File: src/rtl/fetch_pc_unit.sv
// Instruction-fetch stage: owns the PC, runs the imem req/ack handshake and drives IF/ID.
// Optional macro FETCH_MISALIGN_TRAP_EN: misaligned redirect targets go to TRAP_PC with a trap pulse.
module fetch_pc_unit #(
    parameter int unsigned         DATA_W   = 32,
    parameter logic [DATA_W-1:0]   RESET_PC = '0,
    parameter logic [DATA_W-1:0]   TRAP_PC  = 'h80
) (
    input  logic              clk,
    input  logic              arst_n,
    input  logic              stall,
    input  logic              branch_taken,
    input  logic              jump,
    input  logic [DATA_W-1:0] branch_pc,
    input  logic [DATA_W-1:0] jump_pc,
    output logic              imem_req,
    output logic [DATA_W-1:0] imem_addr,
    input  logic              imem_ack,
    input  logic [DATA_W-1:0] imem_rdata,
    output logic [DATA_W-1:0] if_id_instruction,
    output logic [DATA_W-1:0] if_id_updated_pc,
    output logic              if_id_valid,
    output logic              misalign_trap
);

    typedef enum logic [1:0] {IDLE, REQ, HOLD} state_t;

    state_t            state, state_nxt;
    logic [DATA_W-1:0] pc;
    logic [DATA_W-1:0] pc4;
    logic [DATA_W-1:0] hold_instr;
    logic [DATA_W-1:0] hold_pc4;
    logic [DATA_W-1:0] pending_pc;
    logic              discard;
    logic              redirect;
    logic [DATA_W-1:0] raw_tgt;
    logic [DATA_W-1:0] tgt;
    logic              tgt_mis;

    assign pc4      = pc + DATA_W'(4);
    assign redirect = (jump | branch_taken) && (state != IDLE);
    assign raw_tgt  = jump ? jump_pc : branch_pc;

`ifdef FETCH_MISALIGN_TRAP_EN
    logic trap_q;
    assign tgt_mis       = (raw_tgt[1:0] != 2'b00);
    assign tgt           = tgt_mis ? TRAP_PC : raw_tgt;
    assign misalign_trap = trap_q;

    always_ff @(posedge clk or negedge arst_n) begin
        if (!arst_n) trap_q <= 1'b0;
        else         trap_q <= redirect && tgt_mis;
    end
`else
    logic unused_bits;
    assign tgt_mis       = 1'b0;
    assign tgt           = {raw_tgt[DATA_W-1:2], 2'b00};
    assign misalign_trap = 1'b0;
    assign unused_bits   = ^{TRAP_PC, raw_tgt[1:0], tgt_mis};
`endif

    always_ff @(posedge clk or negedge arst_n) begin
        if (!arst_n) state <= IDLE;
        else         state <= state_nxt;
    end

    always_comb begin
        state_nxt = state;
        case (state)
            IDLE: state_nxt = REQ;
            REQ: begin
                if (!redirect && imem_ack && !discard && stall)
                    state_nxt = HOLD;
            end
            HOLD: begin
                if (redirect || !stall)
                    state_nxt = REQ;
            end
            default: state_nxt = IDLE;
        endcase
    end

    always_comb begin
        imem_req  = (state == REQ);
        imem_addr = pc & ~DATA_W'(3);
    end

    always_ff @(posedge clk or negedge arst_n) begin
        if (!arst_n) begin
            pc                <= RESET_PC;
            if_id_instruction <= '0;
            if_id_updated_pc  <= '0;
            if_id_valid       <= 1'b0;
            hold_instr        <= '0;
            hold_pc4          <= '0;
            pending_pc        <= '0;
            discard           <= 1'b0;
        end else begin
            case (state)
                REQ: begin
                    if (redirect) begin
                        if_id_valid <= 1'b0;
                        if (imem_ack) begin
                            pc      <= tgt;
                            discard <= 1'b0;
                        end else begin
                            // Address must stay stable until the in-flight request is acked.
                            pending_pc <= tgt;
                            discard    <= 1'b1;
                        end
                    end else if (imem_ack) begin
                        if (discard) begin
                            pc      <= pending_pc;
                            discard <= 1'b0;
                        end else if (!stall) begin
                            if_id_instruction <= imem_rdata;
                            if_id_updated_pc  <= pc4;
                            if_id_valid       <= 1'b1;
                            pc                <= pc4;
                        end else begin
                            hold_instr <= imem_rdata;
                            hold_pc4   <= pc4;
                        end
                    end
                end
                HOLD: begin
                    if (redirect) begin
                        if_id_valid <= 1'b0;
                        pc          <= tgt;
                    end else if (!stall) begin
                        if_id_instruction <= hold_instr;
                        if_id_updated_pc  <= hold_pc4;
                        if_id_valid       <= 1'b1;
                        pc                <= hold_pc4;
                    end
                end
                default: ;
            endcase
        end
    end

endmodule
File: config.mk
export PLATFORM = sky130hd
export DESIGN_NAME = fetch_pc_unit
export DESIGN_NICKNAME = d
export VERILOG_FILES = /design/src/rtl/fetch_pc_unit.sv
export SDC_FILE = /design/constraint.sdc
export NUM_CORES = 1
export LEC_CHECK = 0
export CORE_AREA = 4 4 186 134
export CTS_CLUSTER_SIZE = 25
export DETAILED_ROUTE_END_ITERATION = 8
export DIE_AREA = 0 0 190 138
export PLACE_DENSITY = 0.76
export SLEW_MARGIN = 20
export SYNTH_ARGS = -nofsm -noshare
export SYNTH_HDL_FRONTEND = slang
export SYNTH_SLANG_ARGS = --single-unit
File: constraint.sdc
create_clock -name clk -period 1.9 [get_ports clk]
set_input_delay 0.475 -clock clk [delete_from_list [all_inputs] [get_ports clk]]
set_output_delay 0.475 -clock clk [all_outputs]
set_load 0.005 [all_outputs]
==> metrics.md <==
| Metric | Value |
|---|---|
| Initial DRC Count | around 1.1k |
| Post-Syn Area | 0.0101 mm2 |
| CTS tree | done |
| Antenna cell count | 0 |
| First-pass GRT wire length | 49500 um |
| Syn_area_per_cell | 9.79 um2 |
| DR vias | 9555 |
| Synth async-reset ratio | 100% |
| EDFF count, synth | 0 |
| Routed wire length | 35300 um |
| MaxCap Viol Count | 0 |
| Largest net degree at the start of global routing | 55 |
| Total power | about 23 mW |
| Layout cells sized above 1 | 28.5% |
| Outcome | finished, violations left |
| Final Hold Viols | 0 |
| 1st-pass router iterations | 7 |
| Failing checks | negative setup slack |
| Initial Utilization | between 40% and 50% |
| F_max | between 0.4 and 0.5 GHz |
| DR DRC count | 0 |
| Core area | around 0.023 mm2 |
| Number of synthesized register bits | 194 |
| Adder-cell share of the synthesized area | less than 1% |
| CP required | roughly 2.3 ns |
| Total gr overflow | 0 |
| H-tree depth | 4 |
| Antenna Nets Post-Route | 0 |
| Rows | 47 |
| Maximum vdd drop | 0.00102 V |
| Ys Warns | 0 |
| Nets | roughly 1.4k |
| Count leader, synth | dfrtp_1 |
| Post-synthesis sequential area ratio | about half |
| DP Worst Slack | -0.425 ns |
| DP HPWL | 22100 um |
| Setup violations, final | 93 |
| Synth-to-Final Area Change | 48.2% |
| Area after DPL | 0.0130 mm2 |
| Post-synth top cells | 194 x dfrtp_1, 127 x nand2_1, 95 x o21ai_0 |
| Cell count after synthesis | a little over 1k |
| Placer congestion estimate | roughly 0.90 |
| Hold EP | if_id_updated_pc[5]$_DFFE_PN0P_ |
| Cell variety after synth | 75 |
| Main combinational cell family by area after synthesis | simple AND/OR/NAND/NOR gates |
| Shortest period the worst path allows | 2.00 ns |
| Clock Skew | about 0.013 ns |
| Fraction of the mapped netlist area in simple logic gates | between 10% and 20% |
| R2r setup slk | -0.10 ns |
| Synth Area in XOR/XNOR | about 2.3% |
| End of the worst register-to-register path | if_id_updated_pc[27]$_DFFE_PN0P_ |
| Post-route setup slack | -0.105 ns |
| Worst min path class | reg2reg |
| Die height | around 140 um |
| Synth top area cells | dfrtp_1 48%, mux2i_1 7.5%, nand2_1 4.7% |
| Setup Crit Path Kind | reg2reg |
| Worst Hold Launch | if_id_updated_pc[5]$_DFFE_PN0P_ |
| Overall global routing resource usage | a little under a quarter |
| Cts bufs inserted | 17 |
| Die width | 190 um |
| Slew headroom | between 60% and 70% |
| Post-synth top flop | dfrtp_1 |
| Die area | between 0.02 and 0.03 mm2 |
| Port Buffers | a little under 200 |
| Wire per inst | roughly 21 um |
| Hold Crit Depth | 2 |
| RSZ-0062 raised after global routing | true |
| Vias in the first global route | 8925 |
| Reg clk slew, reported paths | 0.08 ns |
| Post-synthesis compound-gate area fraction | 14.9% |
| P_leak | about 6.5 nW |
| Final Cell Area | 0.0149 mm2 |
| Cell taking the most area after synthesis | dfrtp_1 |
| CP endpoint kind | register |
| RR Startpoint | state[0]$_DFFE_PN0P_ |
| CTS Sinks | between 150 and 200 |
| PwrDens | between 1500 and 2000 mW/mm2 |
| Worst-path fanout max | 6 |
| Worst Tran Pin Value | around 0.52 ns |
| Final Max Slew Viols | 0 |
| Fin crit share | 106% |
| Post-synthesis mux area share | between 10% and 20% |
| Root buf cell | clkbuf_16 |
| Fin util | between 60% and 70% |
| Synth top area share | 48.2% |
| Ports | 201 |
| Initial antenna violation count | 0 |
| Clock tree buffer depth | 2 |
| Worst Setup Start Kind | register |
| Worst-skew pair later-pin latency | 0.44 ns |
| WP data arrival | between 2 and 2.5 ns |
| Vias per std cell | slightly below 6 |
| Final hold slack | ~0.47 ns |
| Worst Reg2Reg Path Length in Cells | 6 |
## state kept, by name, indices dropped and copies added (netlist names)
name and cells:
pc 32, hold_instr 32, discard 1, hold_pc4 32, if_id_updated_pc 32, if_id_instruction 32
if_id_valid 1, pending_pc 30, state 2
## per-layer routing
layer / GRT usage, % / vias up / wire length [um]
met5: 0 / - / 0
met4: 6.77 / 0 / 896
met3: 5.62 / 80 / 3490
met2: 34.9 / 529 / 16100
met1: 34.8 / 4727 / 14800
li1: - / 4219 / -
## critical path, stage by stage, from the launching register on
cell,delay (ns)
dfrtp_1,0.40
inv_2,0.11
ha_4,0.14
o21ba_4,0.18
or4_4,0.63
or3_4,0.37
nand4_1,0.10
## layout by cell type (no fill, tap or decap), types with 6 or more instances in the layout
cell type,count
o21ai_1,36
inv_1,13
nand3_1,31
dfrtp_1,192
nand2_4,7
nor3_4,6
nand4_1,20
and3_1,15
a31oi_1,10
nand2_1,91
buf_4,112
o21ai_2,16
a21oi_1,63
nor3_1,6
clkbuf_16,24
dlygate4sd2_1,24
xnor2_1,13
nor2_1,57
mux2_2,39
xor2_1,10
buf_6,33
o21ai_0,54
mux2i_1,75
buf_12,22
clkdlybuf4s50_1,163
nand2_2,29
## per-stage QoR
| stage | TNS, ns | cells |
|---|---|---|
| after floorplan | -0.0927 | 1031 |
| after global placement | -52.06 | 1560 |
| after detailed placement | -57.54 | 1560 |
| after CTS | -0.293 | 1622 |
| after global routing | -10.56 | 1647 |
| final | -4.02 | 1647 |
## report_power, final
part / internal [mW] / switching, mW
sequential: 6.06 / 1.33
clock: 2.04 / 1.61
combinational: 6.23 / 6.01
total: 14.3 / 8.95
## final cells by class
type	instances	area [um2]
clock inverter	8	104
tap	318	398
sequential	194	4860
timing repair buffer	376	3890
multi-input combinational	713	5160
clock buffer	23	478
inverter	15	56.3
fill	1711	8290
## cells by family (layout without fill, tap and decap cells)
| family | Yosys count | count (layout) |
|---|---|---|
| adder cells (fa/ha/maj) | 4 | 4 |
| AND/OR/NAND/NOR | 314 | 314 |
| buffers and inverters | 124 | 422 |
| XOR/XNOR | 27 | 27 |
| multiplexers | 117 | 117 |
| other | 1 | 3 |
| AO/OA/AOI/OAI | 248 | 248 |
| flip-flops | 194 | 194 |
## worst max-delay path by stage
stage                               startpoint                               end  slack [ns]  depth (start not counted)
after floorplan           state[0]$_DFFE_PN0P_                pc[18]$_DFFE_PN0P_       -0.03                          9
after global placement            branch_taken  if_id_updated_pc[30]$_DFFE_PN0P_       -0.40                          6
after detailed placement          branch_taken  if_id_updated_pc[30]$_DFFE_PN0P_       -0.42                          6
after CTS                 state[0]$_DFFE_PN0P_                          imem_req       -0.08                          4
after global routing      state[1]$_DFFE_PN0P_  if_id_updated_pc[28]$_DFFE_PN0P_       -0.22                          8
final                     state[0]$_DFFE_PN0P_  if_id_updated_pc[27]$_DFFE_PN0P_       -0.10                          6
## repair_timing
item,in CTS,in global routing
pin swaps,10,29
hold buffers,1,0
buffers inserted,29,11
setup endpoints to repair,176,184
gates resized for setup,68,180
hold endpoints to repair,10,0
cloned,2,14
Power figures use the tool's default switching activity.
